## src/rtl/mem_client_pkg.sv

```systemverilog
// Shared types and helpers for the memory read/write client front-ends.
// Holds the request FSM encoding and the credit counter width helper.
package mem_client_pkg;

  typedef enum logic [1:0] {
    ST_IDLE = 2'd0,
    ST_REQ  = 2'd1,
    ST_GAP  = 2'd2
  } rd_state_t;

  // A counter that must hold the value DEPTH itself needs clog2(DEPTH+1) bits.
  function automatic int cnt_width(input int depth);
    return $clog2(depth + 1);
  endfunction

endpackage

```

## src/rtl/mem_read_client_sync_fifo.sv

```systemverilog
// Show-ahead synchronous FIFO (module sync_fifo); head is visible on dout while not empty.
// Full/empty come from the occupancy count; pointers wrap modulo FIFO_DEPTH.
module sync_fifo
  import mem_client_pkg::*;
#(
  parameter  int DATA_WIDTH = 32,
  parameter  int FIFO_DEPTH = 4,
  localparam int CW         = cnt_width(FIFO_DEPTH)
) (
  input  logic                  clk,
  input  logic                  rst,
  input  logic                  push,
  input  logic                  pop,
  input  logic [DATA_WIDTH-1:0] din,
  output logic [DATA_WIDTH-1:0] dout,
  output logic [CW-1:0]         count,
  output logic                  empty,
  output logic                  full
);

  localparam int PW = $clog2(FIFO_DEPTH);

  logic [DATA_WIDTH-1:0] r_mem [FIFO_DEPTH];
  logic [PW-1:0]         r_wr_ptr;
  logic [PW-1:0]         r_rd_ptr;
  logic [CW-1:0]         r_count;
  logic                  w_do_push;
  logic                  w_do_pop;

  assign empty     = (r_count == '0);
  assign full      = (r_count == CW'(FIFO_DEPTH));
  assign w_do_pop  = pop && !empty;
  assign w_do_push = push && (!full || w_do_pop);
  assign count     = r_count;
  assign dout      = empty ? '0 : r_mem[r_rd_ptr];

  always_ff @(posedge clk) begin
    if (w_do_push) begin
      r_mem[r_wr_ptr] <= din;
    end
  end

  always_ff @(posedge clk) begin
    if (rst) begin
      r_wr_ptr <= '0;
      r_rd_ptr <= '0;
      r_count  <= '0;
    end else begin
      if (w_do_push) r_wr_ptr <= r_wr_ptr + PW'(1);
      if (w_do_pop)  r_rd_ptr <= r_rd_ptr + PW'(1);
      r_count <= r_count + CW'(w_do_push) - CW'(w_do_pop);
    end
  end

endmodule

```

## src/rtl/mem_read_client.sv

```systemverilog
// Per-requester read front-end: issues reads on one memory port and returns data in order.
// Optional MEM_READ_CLIENT_ERR_EN adds a sticky err output and protocol assertions.
module mem_read_client
  import mem_client_pkg::*;
#(
  parameter  int DATA_WIDTH = 32,
  parameter  int ADDR_WIDTH = 4,
  parameter  int FIFO_DEPTH = 4,
  localparam int CW         = cnt_width(FIFO_DEPTH)
) (
  input  logic                  clk,
  input  logic                  rst,
  input  logic [ADDR_WIDTH-1:0] req_addr,
  input  logic                  req_valid,
  output logic                  req_ready,
  output logic [DATA_WIDTH-1:0] rsp_data,
  output logic                  rsp_valid,
  input  logic                  rsp_ready,
  output logic [ADDR_WIDTH-1:0] mem_r_addr,
  output logic                  mem_r_avalid,
  input  logic                  mem_r_aready,
  input  logic                  mem_r_dvalid,
  input  logic [DATA_WIDTH-1:0] mem_r_data
`ifdef MEM_READ_CLIENT_ERR_EN
  ,
  output logic                  err
`endif
);

  rd_state_t             r_state;
  rd_state_t             w_state_next;
  logic [ADDR_WIDTH-1:0] r_addr;
  logic                  r_avalid;
  logic                  r_req_ready;
  logic [CW-1:0]         r_outstanding;
  logic [CW-1:0]         w_out_next;
  logic [CW-1:0]         w_fifo_count;
  logic [CW-1:0]         w_count_next;
  logic [DATA_WIDTH-1:0] w_dout;
  logic                  w_empty;
  logic                  w_full;
  logic                  w_accept;
  logic                  w_issue;
  logic                  w_push;
  logic                  w_pop;
  logic                  w_credit_ok;

  assign w_accept = req_valid && r_req_ready;
  assign w_issue  = (r_state == ST_REQ) && mem_r_aready;
  assign w_pop    = rsp_ready && !w_empty;
  // Credit accounting means full never coincides with a tracked return; the guard is belt-and-braces.
  assign w_push   = mem_r_dvalid && (r_outstanding != '0) && (!w_full || w_pop);

  assign w_out_next   = r_outstanding + CW'(w_issue) - CW'(w_push);
  assign w_count_next = w_fifo_count + CW'(w_push) - CW'(w_pop);
  assign w_credit_ok  = ({1'b0, w_count_next} + {1'b0, w_out_next}) < (CW + 1)'(FIFO_DEPTH);

  always_comb begin
    w_state_next = r_state;
    case (r_state)
      ST_IDLE: if (w_accept) w_state_next = ST_REQ;
      ST_REQ:  if (mem_r_aready) w_state_next = ST_GAP;
      ST_GAP:  w_state_next = ST_IDLE;
      default: w_state_next = ST_IDLE;
    endcase
  end

  // req_ready is precomputed from next-cycle state and counters so it is a clean register.
  always_ff @(posedge clk) begin
    if (rst) begin
      r_state       <= ST_IDLE;
      r_addr        <= '0;
      r_avalid      <= 1'b0;
      r_req_ready   <= 1'b0;
      r_outstanding <= '0;
    end else begin
      r_state       <= w_state_next;
      if (w_accept) r_addr <= req_addr;
      r_avalid      <= (w_state_next == ST_REQ);
      r_req_ready   <= (w_state_next == ST_IDLE) && w_credit_ok;
      r_outstanding <= w_out_next;
    end
  end

  assign req_ready    = r_req_ready;
  assign mem_r_avalid = r_avalid;
  assign mem_r_addr   = r_addr;
  assign rsp_valid    = !w_empty;
  assign rsp_data     = w_dout;

  sync_fifo #(
    .DATA_WIDTH (DATA_WIDTH),
    .FIFO_DEPTH (FIFO_DEPTH)
  ) u_fifo (
    .clk   (clk),
    .rst   (rst),
    .push  (w_push),
    .pop   (w_pop),
    .din   (mem_r_data),
    .dout  (w_dout),
    .count (w_fifo_count),
    .empty (w_empty),
    .full  (w_full)
  );

`ifdef MEM_READ_CLIENT_ERR_EN
  logic r_err;

  always_ff @(posedge clk) begin
    if (rst) begin
      r_err <= 1'b0;
    end else if ((mem_r_dvalid && (r_outstanding == '0)) ||
                 (mem_r_aready && (r_state != ST_REQ))) begin
      r_err <= 1'b1;
    end
  end

  assign err = r_err;

  a_no_overflow: assert property (@(posedge clk) disable iff (rst)
    !(mem_r_dvalid && (r_outstanding != '0) && w_full && !w_pop));

  a_addr_stable: assert property (@(posedge clk) disable iff (rst)
    ((r_state == ST_REQ) && !mem_r_aready) |=> $stable(mem_r_addr));
`endif

endmodule
```

## config.mk

```make
export PLATFORM = sky130hd
export DESIGN_NAME = mem_read_client
export DESIGN_NICKNAME = d
export VERILOG_FILES = /design/src/rtl/mem_client_pkg.sv /design/src/rtl/mem_read_client_sync_fifo.sv /design/src/rtl/mem_read_client.sv
export SDC_FILE = /design/constraint.sdc
export NUM_CORES = 1
export LEC_CHECK = 0
export ABC_AREA = 1
export CORE_ASPECT_RATIO = 1.5
export CORE_UTILIZATION = 55
export CTS_CLUSTER_SIZE = 28
export DETAILED_ROUTE_END_ITERATION = 16
export GPL_TIMING_DRIVEN = 0
export PLACE_DENSITY = 0.79
export SLEW_MARGIN = 10
export SYNTH_ARGS = -nofsm -noshare
export SYNTH_HDL_FRONTEND = slang
export SYNTH_SLANG_ARGS = --single-unit
```

## constraint.sdc

```tcl
create_clock -name clk -period 3.7 [get_ports clk]
set_clock_uncertainty 0.15 [all_clocks]
set_input_delay 0.555 -clock clk [delete_from_list [all_inputs] [get_ports clk]]
set_output_delay 0.555 -clock clk [all_outputs]
set_load 0.1 [all_outputs]
```

==> results by group <==
Timing
  • Setup violators final: 0
  • Final Hold Viols: 0
  • F_max: 276.3 MHz
  • Slew Limit Fails: 0
  • Fin crit share: 97.83%
  • Clock period minus worst slack: 3.620 ns
  • Setup ws final: 0.08030 ns
  • Slew headroom: 33.47%
  • Worst-margin pin slew: 0.9949 ns
  • RSZ-0062 raised after global routing: false

CTS
  • H-tree depth: 4
  • CTS Hold Bufs: 0
  • Sink Count: 148
  • Clock transition at the registers of the reported paths: 0.06 ns
  • CTS max path bufs: 2
  • CTS Root Cell: clkbuf_16
  • CTS Buf Count: 17
  • Clk_lat worst skew: 0.42 ns
  • CTS tree: yes

Logic synthesis
  • Area contributors post-synth: edfxtp_1 (64%), nor2_1 (10%), dfxtp_1 (6.7%), o21ai_1 (3.2%), a21oi_1 (3.0%)
  • Cells after Synth: 510
  • Post-synth EDFFs: 128
  • Synth Flop Type: edfxtp_1
  • Synth area leader: edfxtp_1
  • Syn Nets: 567
  • Synth warn: 0
  • Top-count cell post-synth: nor2_1
  • Avg Inst Size Synth: 11.73 sq um
  • Mapped cell area: 5983 sq um
  • Yosys top cell area share: 64.24%
  • Synth Register Bits: 148
  • Synth cell count leaders: nor2_1 (160), edfxtp_1 (128), o21ai_1 (38), a21oi_1 (36), o21ai_0 (32)
  • Seq/Total Area, Yosys: 70.93%
  • FFs w/ async S/R, synth: 0%
  • Netlist cell types: 20

Floorplanning
  • Row count: 46
  • Die area: 11310 sq um
  • I/O Pins: 81
  • Core Area: 10590 sq um
  • Die Ht: 129.7 um
  • Die width: 87.16 um
  • Initial Util: 56.50%

Placement
  • Dpl hpwl: 8167 um
  • Dpl cells: 738
  • Place WS: 0.1879 ns
  • Port bufs: 80
  • RePlAce Congestion: 0.7423

Cells and area
  • Number of diodes: 0
  • Core Util, Final: 72.05%
  • Layout area overhead: 27.52%
  • Fin nets: 670
  • Final std cells w/o fill: 770
  • Fillers: 737
  • Layout cells sized above 1: 8.946%

GRT
  • Vias in the first global route: 4182
  • Initial antenna violation count: 0
  • First-pass GRT wire length: 20310 um
  • Total track usage: 24.73%
  • Global-route congestion overflow total: 0
  • Largest net degree at the start of global routing: 22

Worst setup path
  • Crit end category: primary output
  • Critical path data arrival time: 2.91 ns
  • Crit-path slowest cell: clkdlybuf4s50_1
  • Crit-path cells: inv_2 > clkbuf_1 > o21ai_0 > a21oi_1 > clkdlybuf4s50_1
  • CP Buf/Inv Count: 3
  • Setup crit start kind: flip-flop
  • WS Path Type: flip-flop to primary output
  • Delay-heaviest family, CP: buffers and inverters
  • Crit-path max FO: 10
  • Critical path's largest stage delay: 1.17 ns
  • Data required, critical path: 2.99 ns

Run
  • Max-cap violations: 0

Route
  • DRC viols: 0
  • Router iterations before antenna repair: 5
  • WL/cell: 17.00 um
  • Via Count: 4145
  • Vias per cell: 5.383
  • Final WL: 13090 um
  • Detailed Route Iter0 Violations: 220
  • Antenna Nets Post-Route: 0

Worst hold path
  • Worst min-delay path category: flip-flop to flip-flop

Outcome
  • Status: complete, no violations
area by class of cell:
type	count	area [sq um]	area share, %
clock inverter	15	93.84	1.230
clock buffer	17	425.4	5.576
inverter	31	116.4	1.525
sequential	148	4244	55.62
timing repair buffer	84	917.1	12.02
multi-input combinational	306	1495	19.60
tap	144	180.2	2.361
buffer	25	157.7	2.066
routing by layer:
layer / track usage, % / vias up / share of wire (%) / wire length (um)
li1: - / 1960 / - / -
met1: 27.78 / 1991 / 39 / 5098
met2: 43.63 / 172 / 53 / 6917
met3: 7.400 / 22 / 6.4 / 834
met4: 10.32 / 0 / 1.8 / 240
met5: 0 / - / 0 / 0
final timing paths:
kind	depth (start not counted)	endpoint	slack (ns)	from
worst max register to register	15	req_ready	0.77	u_fifo.count[1]
worst min register to register	2	mem_r_addr[2]	0.34	mem_r_addr[2]
worst min-delay path	2	mem_r_addr[2]	0.34	mem_r_addr[2]
worst max-delay path	5	rsp_data[31]	0.08	flip-flop
per-stage QoR:
step                hold slack, ns  cell area [sq um]  TNS [ns]
floorplan                   0.3194               5983    -2.372
finish                      0.3368               7630         0
global route                0.3594               7630         0
global placement            0.3260               6964    -87.82
detailed placement          0.3272               7104         0
CTS                         0.3397               7622         0
layout by cell type (no fill, tap or decap), types with 8 or more instances in the layout:
cell type        count
clkdlybuf4s50_1     76
inv_1               30
dfxtp_1             20
clkbuf_1             8
a21oi_1             36
nor2_1             156
clkbuf_16           17
buf_2                9
o21ai_1             38
o21ai_0             32
nand2_1             16
ha_1                12
edfxtp_1           128
cells by family (layout without fill, tap and decap cells):
logic type               count (synthesis)  after routing  share of synthesized area, %
AO/OA/AOI/OAI                          106            106                         8.866
XOR/XNOR                                 4              4                        0.5856
adder cells (fa/ha/maj)                 15             15                         3.513
buffers and inverters                   56            172                         4.580
flip-flops                             148            148                         70.93
AND/OR/NAND/NOR                        181            181                         11.52
state kept, by name, summed over array words and instances (netlist names), named ones only:
signal and cells:
u_fifo.r_mem 128, mem_r_addr 4, r_outstanding 3, u_fifo.count 3, r_state 2, u_fifo.r_rd_ptr 2
u_fifo.r_wr_ptr 2, mem_r_avalid 1, req_ready 1
tightest hold or removal path: stages (launching register included):
cell     delay, ns
dfxtp_1       0.33
nor2_1        0.05
nor2_1        0.08
what timing repair did:
item,in CTS,in global routing
setup endpoints to repair,1,3
setup buffers,0,0
pin swaps,0,0
resized for setup,1,3
Power is not shown: default switching activity piles up to over one toggle a cycle in this logic, so the estimate is an artifact.
